--- src/rtl/seg7_pkg.sv ---
// Shared definitions for the 4-digit multiplexed 7-segment scanner:
// glyph patterns, scan state encoding and small digit helpers.
package seg7_pkg;

  // Segment order is {g,f,e,d,c,b,a}, active high.
  localparam logic [6:0] GLYPH_0     = 7'h3F;
  localparam logic [6:0] GLYPH_1     = 7'h06;
  localparam logic [6:0] GLYPH_2     = 7'h5B;
  localparam logic [6:0] GLYPH_3     = 7'h4F;
  localparam logic [6:0] GLYPH_4     = 7'h66;
  localparam logic [6:0] GLYPH_5     = 7'h6D;
  localparam logic [6:0] GLYPH_6     = 7'h7D;
  localparam logic [6:0] GLYPH_7     = 7'h07;
  localparam logic [6:0] GLYPH_8     = 7'h7F;
  localparam logic [6:0] GLYPH_9     = 7'h6F;
  localparam logic [6:0] GLYPH_DASH  = 7'h40;
  localparam logic [6:0] GLYPH_BLANK = 7'h00;

  localparam logic [3:0] AN_ALL_OFF  = 4'hF;

  // Scanner phases: BLANK is the all-anodes-off guard gap, SHOW lights one digit.
  typedef enum logic {
    ST_BLANK = 1'b0,
    ST_SHOW  = 1'b1
  } scan_state_t;

  // Select nibble idx of a 4-digit BCD word (idx 0 = rightmost digit).
  function automatic logic [3:0] pick_digit(input logic [15:0] value,
                                            input logic [1:0]  idx);
    logic [3:0] d;
    case (idx)
      2'd0:    d = value[3:0];
      2'd1:    d = value[7:4];
      2'd2:    d = value[11:8];
      default: d = value[15:12];
    endcase
    return d;
  endfunction

  // Bit k set when digit k and every digit above it are zero, i.e. digit k
  // belongs to a leading-zero run. Digit 0 is never part of the run so a
  // zero value still shows a single "0". Invalid codes (10-15) are non-zero
  // and therefore naturally end the run.
  function automatic logic [3:0] lead_zero_mask(input logic [15:0] value);
    logic [3:0] m;
    m[3] = (value[15:12] == 4'd0);
    m[2] = m[3] && (value[11:8] == 4'd0);
    m[1] = m[2] && (value[7:4]  == 4'd0);
    m[0] = 1'b0;
    return m;
  endfunction

endpackage

--- src/rtl/bcd7seg_rom.sv ---
// Combinational BCD digit to 7-segment glyph lookup. Codes 10-15 are not
// decimal digits and show a dash so a corrupted value is visible.
module bcd7seg_rom
  import seg7_pkg::*;
(
  input  logic [3:0] digit,
  output logic [6:0] glyph
);

  // Pure lookup: every input code maps to exactly one glyph.
  always_comb begin
    case (digit)
      4'd0:    glyph = GLYPH_0;
      4'd1:    glyph = GLYPH_1;
      4'd2:    glyph = GLYPH_2;
      4'd3:    glyph = GLYPH_3;
      4'd4:    glyph = GLYPH_4;
      4'd5:    glyph = GLYPH_5;
      4'd6:    glyph = GLYPH_6;
      4'd7:    glyph = GLYPH_7;
      4'd8:    glyph = GLYPH_8;
      4'd9:    glyph = GLYPH_9;
      default: glyph = GLYPH_DASH;
    endcase
  end

endmodule

--- src/rtl/seg7_scan_ctrl.sv ---
// Four-digit multiplexed 7-segment scan controller.
// Each digit slot is a BLANK gap (anodes off, avoids ghosting) followed by a
// SHOW period; slots run 0,1,2,3. New values enter through a one-deep shadow
// register and are copied to the displayed register only at a frame
// boundary, so a frame never mixes old and new digits.
module seg7_scan_ctrl
  import seg7_pkg::*;
#(
  parameter int CLK_DIV   = 1000,
  parameter int BLANK_CYC = 2
) (
  input  logic        clk,
  input  logic        rst_n,
  input  logic        wr_valid,
  output logic        wr_ready,
  input  logic [15:0] wr_data,
  input  logic        lz_en,
  output logic [6:0]  seg,
  output logic [3:0]  an_n,
  output logic        frame_done
);

  localparam int CNT_MAX = (CLK_DIV > BLANK_CYC) ? CLK_DIV : BLANK_CYC;
  localparam int CNT_W   = (CNT_MAX > 1) ? $clog2(CNT_MAX) : 1;
  localparam logic [CNT_W-1:0] SHOW_LAST  = CNT_W'(CLK_DIV - 1);
  localparam logic [CNT_W-1:0] BLANK_LAST = CNT_W'(BLANK_CYC - 1);

  scan_state_t      state, nxt_state;
  logic [1:0]       idx, nxt_idx;
  logic [CNT_W-1:0] cnt, nxt_cnt;
  logic             frame_end;

  logic [15:0]      shadow;
  logic [15:0]      active;
  logic             pending;

  logic [3:0]       mux_digit;
  logic [6:0]       mux_glyph;
  logic [3:0]       lz_mask;
  logic             lit;
  logic [6:0]       nxt_seg;
  logic [3:0]       nxt_an_n;

  assign wr_ready = !pending;

  // Scan state, digit index and cycle counter.
  // NOTE: sequential state uses non-blocking assignments so every register
  // samples pre-edge values; blocking here would create order-dependent races.
  always_ff @(posedge clk or negedge rst_n) begin
    if (!rst_n) begin
      state <= ST_BLANK;
      idx   <= 2'd0;
      cnt   <= '0;
    end else begin
      state <= nxt_state;
      idx   <= nxt_idx;
      cnt   <= nxt_cnt;
    end
  end

  // Next-state logic plus the outputs that belong to the next state, so the
  // output registers change on the same edge as the state they describe.
  // NOTE: every signal gets a default before the case; a path that leaves a
  // combinational output unassigned would infer a latch.
  always_comb begin
    nxt_state = state;
    nxt_idx   = idx;
    nxt_cnt   = cnt + CNT_W'(1);
    frame_end = 1'b0;
    case (state)
      ST_BLANK: begin
        if (cnt == BLANK_LAST) begin
          nxt_state = ST_SHOW;
          nxt_cnt   = '0;
        end
      end
      ST_SHOW: begin
        if (cnt == SHOW_LAST) begin
          nxt_state = ST_BLANK;
          nxt_cnt   = '0;
          nxt_idx   = idx + 2'd1;
          frame_end = (idx == 2'd3);
        end
      end
      default: begin
        nxt_state = ST_BLANK;
        nxt_cnt   = '0;
      end
    endcase

    // The active register only changes on a SHOW(3)->BLANK(0) edge, so the
    // pre-edge value is already correct for any upcoming SHOW period.
    mux_digit = pick_digit(active, nxt_idx);
    lz_mask   = lead_zero_mask(active);
    lit       = (nxt_state == ST_SHOW) && !(lz_en && lz_mask[nxt_idx]);
    nxt_an_n  = lit ? ~(4'b0001 << nxt_idx) : AN_ALL_OFF;
    nxt_seg   = lit ? mux_glyph : GLYPH_BLANK;
  end

  bcd7seg_rom u_rom (
    .digit (mux_digit),
    .glyph (mux_glyph)
  );

  // Registered display drive and frame boundary pulse.
  always_ff @(posedge clk or negedge rst_n) begin
    if (!rst_n) begin
      seg        <= GLYPH_BLANK;
      an_n       <= AN_ALL_OFF;
      frame_done <= 1'b0;
    end else begin
      seg        <= nxt_seg;
      an_n       <= nxt_an_n;
      frame_done <= frame_end;
    end
  end

  // Write handshake and frame-aligned transfer from shadow to active.
  // A write needs !pending and a transfer needs pending, so the two branches
  // are mutually exclusive by construction.
  // NOTE: shadow and active are small registers that must read as zero after
  // reset, so they are reset explicitly rather than treated as uninitialised storage.
  always_ff @(posedge clk or negedge rst_n) begin
    if (!rst_n) begin
      shadow  <= 16'h0000;
      active  <= 16'h0000;
      pending <= 1'b0;
    end else if (wr_valid && !pending) begin
      shadow  <= wr_data;
      pending <= 1'b1;
    end else if (frame_end && pending) begin
      active  <= shadow;
      pending <= 1'b0;
    end
  end

endmodule

--- config.mk ---
export PLATFORM = sky130hd
export DESIGN_NAME = seg7_scan_ctrl
export DESIGN_NICKNAME = d
export VERILOG_FILES = /design/src/rtl/seg7_pkg.sv /design/src/rtl/bcd7seg_rom.sv /design/src/rtl/seg7_scan_ctrl.sv
export SDC_FILE = /design/constraint.sdc
export NUM_CORES = 1
export LEC_CHECK = 0
export CORE_MARGIN = 2
export CORE_UTILIZATION = 30
export CTS_CLUSTER_DIAMETER = 40
export CTS_CLUSTER_SIZE = 14
export DETAILED_ROUTE_END_ITERATION = 8
export HOLD_SLACK_MARGIN = 0.02
export PLACE_DENSITY = 0.58
export SYNTH_ARGS = -nofsm -noshare
export SYNTH_HDL_FRONTEND = slang
export SYNTH_SLANG_ARGS = --single-unit
--- constraint.sdc ---
create_clock -name clk -period 2.95 [get_ports clk]
set_input_delay 0.295 -clock clk [delete_from_list [all_inputs] [get_ports clk]]
set_output_delay 0.295 -clock clk [all_outputs]
set_load 0.01 [all_outputs]
==> flow_metrics.env <==
export IMPL_outcome="completed"
export IMPL_synth_nets=237
export IMPL_viasPerCell=4.63
export IMPL_r2r_cells=6
export IMPL_place_congestion=0.782
export IMPL_setup_viol=0
export IMPL_crit_fanout=6
export IMPL_netlist_area_um2=2730
export IMPL_r2r_slack_ps=480
export IMPL_fin_worst_skew_ps=8.18
export IMPL_fmax_mhz=405
export IMPL_nNetsFinal=280
export IMPL_synth_distinct_cells=42
export IMPL_hold_buffers=1
export IMPL_yosys_area_top_type="dfrtp_1"
export IMPL_antennaDiodeCount=0
export IMPL_overflow=0
export IMPL_cts_clk_slew_worst_paths_ps=60
export IMPL_power_leakage_nw=1.52
export IMPL_drc=0
export IMPL_synth_fa_ha_area_share_pct=3.21
export IMPL_required_ps=3210
export IMPL_final_layout_size_suffix_gt1_share_pct=22.5
export IMPL_die_h_um=99.3
export IMPL_drt_iter0_markers=70
export IMPL_wirelength_um=4910
export IMPL_yosys_area_share_simple_pct=11.4
export IMPL_yosysWarnings=0
export IMPL_synth_top_area_share_pct=49.6
export IMPL_synth_top_family_by_area="multiplexers"
export IMPL_worstSetupStartpointType="flip-flop"
export IMPL_fin_tns_setup_ps=0
export IMPL_gr_usage_all_layers_pct=11.4
export IMPL_rsz0062_at_grt="false"
export IMPL_cts_sinks=58
export IMPL_synth_async_reset_ratio_pct=100
export IMPL_ir_drop_mv=0.191
export IMPL_hpwlAfterDp_um=3630
export IMPL_synth_compound_area_share_pct=4.32
export IMPL_postCtsSetupRepairBufs=0
export IMPL_wl_per_cell_um=13.4
export IMPL_clockRootBuffer="clkbuf_8"
export IMPL_numPortBuffers=32
export IMPL_power_density_nw_per_um2=469
export IMPL_power_total_mw=1.58
export IMPL_hold_viol=0
export IMPL_synth_xor_xnor_area_share_pct=2.25
export IMPL_worstSetupPathType="flip-flop to flip-flop"
export IMPL_synth_seq_area_share_pct=53.4
export IMPL_htreeDepth=3
export IMPL_fin_crit_ps=2470
export IMPL_die_x_um=99.3
export IMPL_min_path_type="input pin to asynchronous set/reset pin"
export IMPL_clock_tree_buffer_depth=2
export IMPL_synth_edf_count=0
export IMPL_grt_pass1_wl_um=8580
export IMPL_cts_tree="built"
export IMPL_coreArea_um2=8760
export IMPL_syn_area_per_cell_um2=13.0
export IMPL_design_die_area_um2=9860
export IMPL_grt_pass1_vias=1762
export IMPL_area_delta_synth_final_pct=23.9
export IMPL_antenna_left=0
export IMPL_synthMuxAreaShare_pct=22.5
export IMPL_synth_ff_type="dfrtp_1"
export IMPL_fin_crit_sh_pct=83.7
export IMPL_ctsResizeCount=0
export IMPL_ys_ff_latch=58
export IMPL_synthTopCellsByArea="dfrtp_1 50%, mux2_2 7.4%, mux2_1 6.6%"
export IMPL_cp_end_kind="flip-flop"
export IMPL_rows=34
export IMPL_clk_latency_ps=340
export IMPL_max_cap_violations=0
export IMPL_numCtsBuffers=9
export IMPL_firstDrtPassIters=4
export IMPL_finalMaxSlewViolations=0
export IMPL_tightest_slew_ps=547
export IMPL_postSynthCellCount=210
export IMPL_netlist_top_cells_count="54 x dfrtp_1, 18 x mux2_2, 16 x mux2_1"
export IMPL_synth_most_common_cell="dfrtp_1"
export IMPL_num_vias=1694
export IMPL_max_slew_margin_pct=63.5
export IMPL_grt_max_degree=35
export IMPL_antenna_found_initial=0
export IMPL_ioPinCount=33
export IMPL_arrival_ps=2730
export IMPL_start_util_pct=31.1
==> state kept, by name, indices dropped and copies added, names as in the netlist <==
| signal | cells |
|---|---|
| cnt | 10 |
| seg | 7 |
| state | 1 |
| idx | 2 |
| active | 16 |
| pending | 1 |
| frame_done | 1 |
| shadow | 16 |
| an_n | 4 |
==> worst max-delay path: stages (launching register included) <==
cell     delay [ps]
dfrtp_1         470
ha_1            450
mux4_2          330
mux2i_1         310
ha_1            310
or3_1           370
a21oi_1         150
==> metal layers <==
metal / part of all wire, % / vias to the layer above / track usage, %
li1: - / 843 / -
met1: 47 / 802 / 14.4
met2: 46 / 39 / 17.1
met3: 5.1 / 10 / 4.36
met4: 2.0 / 0 / 6.01
met5: 0 / - / 0
==> layout by cell type (no fill, tap or decap), drive strengths merged, types with 3 or more instances in the layout <==
cell type,synthesis,layout
and2,3,3
nand3,7,7
buf,6,8
o21ai,5,5
nor4,3,3
or3,4,4
dfrtp,54,54
ha,7,7
clkinv,0,4
nand2,7,7
clkdlybuf4s50,0,31
a21oi,9,9
clkbuf,2,10
xnor2,7,7
mux2,34,34
mux2i,5,5
dfstp,4,4
inv,8,8
nor2,14,14
mux4,8,8
==> report_power, final <==
part	internal, mW	total [mW]	switching (mW)
Sequential	0.822	0.835	0.0139
Combinational	0.0415	0.0656	0.0241
Clock	0.383	0.683	0.300
==> final timing paths <==
check,start,to
worst max-delay path,idx[0]$_DFF_PN0_,seg[3]$_DFF_PN0_
worst max register to register,idx[0]$_DFF_PN0_,seg[3]$_DFF_PN0_
worst min-delay path,rst_n,cnt[7]$_DFF_PN0_
worst min register to register,shadow[0]$_DFFE_PN0P_,active[0]$_DFFE_PN0P_
min in group clk,shadow[0]$_DFFE_PN0P_,active[0]$_DFFE_PN0P_
max in group asynchronous,rst_n,active[12]$_DFFE_PN0P_
==> kinds of logic after synthesis <==
| group | count (synthesis) |
|---|---|
| xor+xnor | 7 |
| fa+ha+maj | 7 |
| simple gates | 55 |
| flops | 58 |
| compound gates | 20 |
| mux | 47 |
| buf+inv | 16 |
==> through the flow <==
step	cells	hold slack (ps)	setup WS (ps)	cell area [um^2]	util, %
floorplan	210	-0.591	396	2730	-
global placement	349	316	569	3180	36.3
detailed placement	349	314	479	3180	36.3
CTS	366	489	449	3380	38.5
global route	366	521	298	3380	38.5
finish	366	480	480	3380	38.5
==> cell type report <==
class                           count  area (um^2)
Sequential cell                    58         1460
Clock inverter                      6         57.6
Tap cell                          108          135
Clock buffer                       10          128
Inverter                            8         30.0
Multi-Input combinational cell    136         1190
Fill cell                         851         5390
Timing Repair Buffer               40          378
Note: power is estimated with default switching activity, not from simulation.
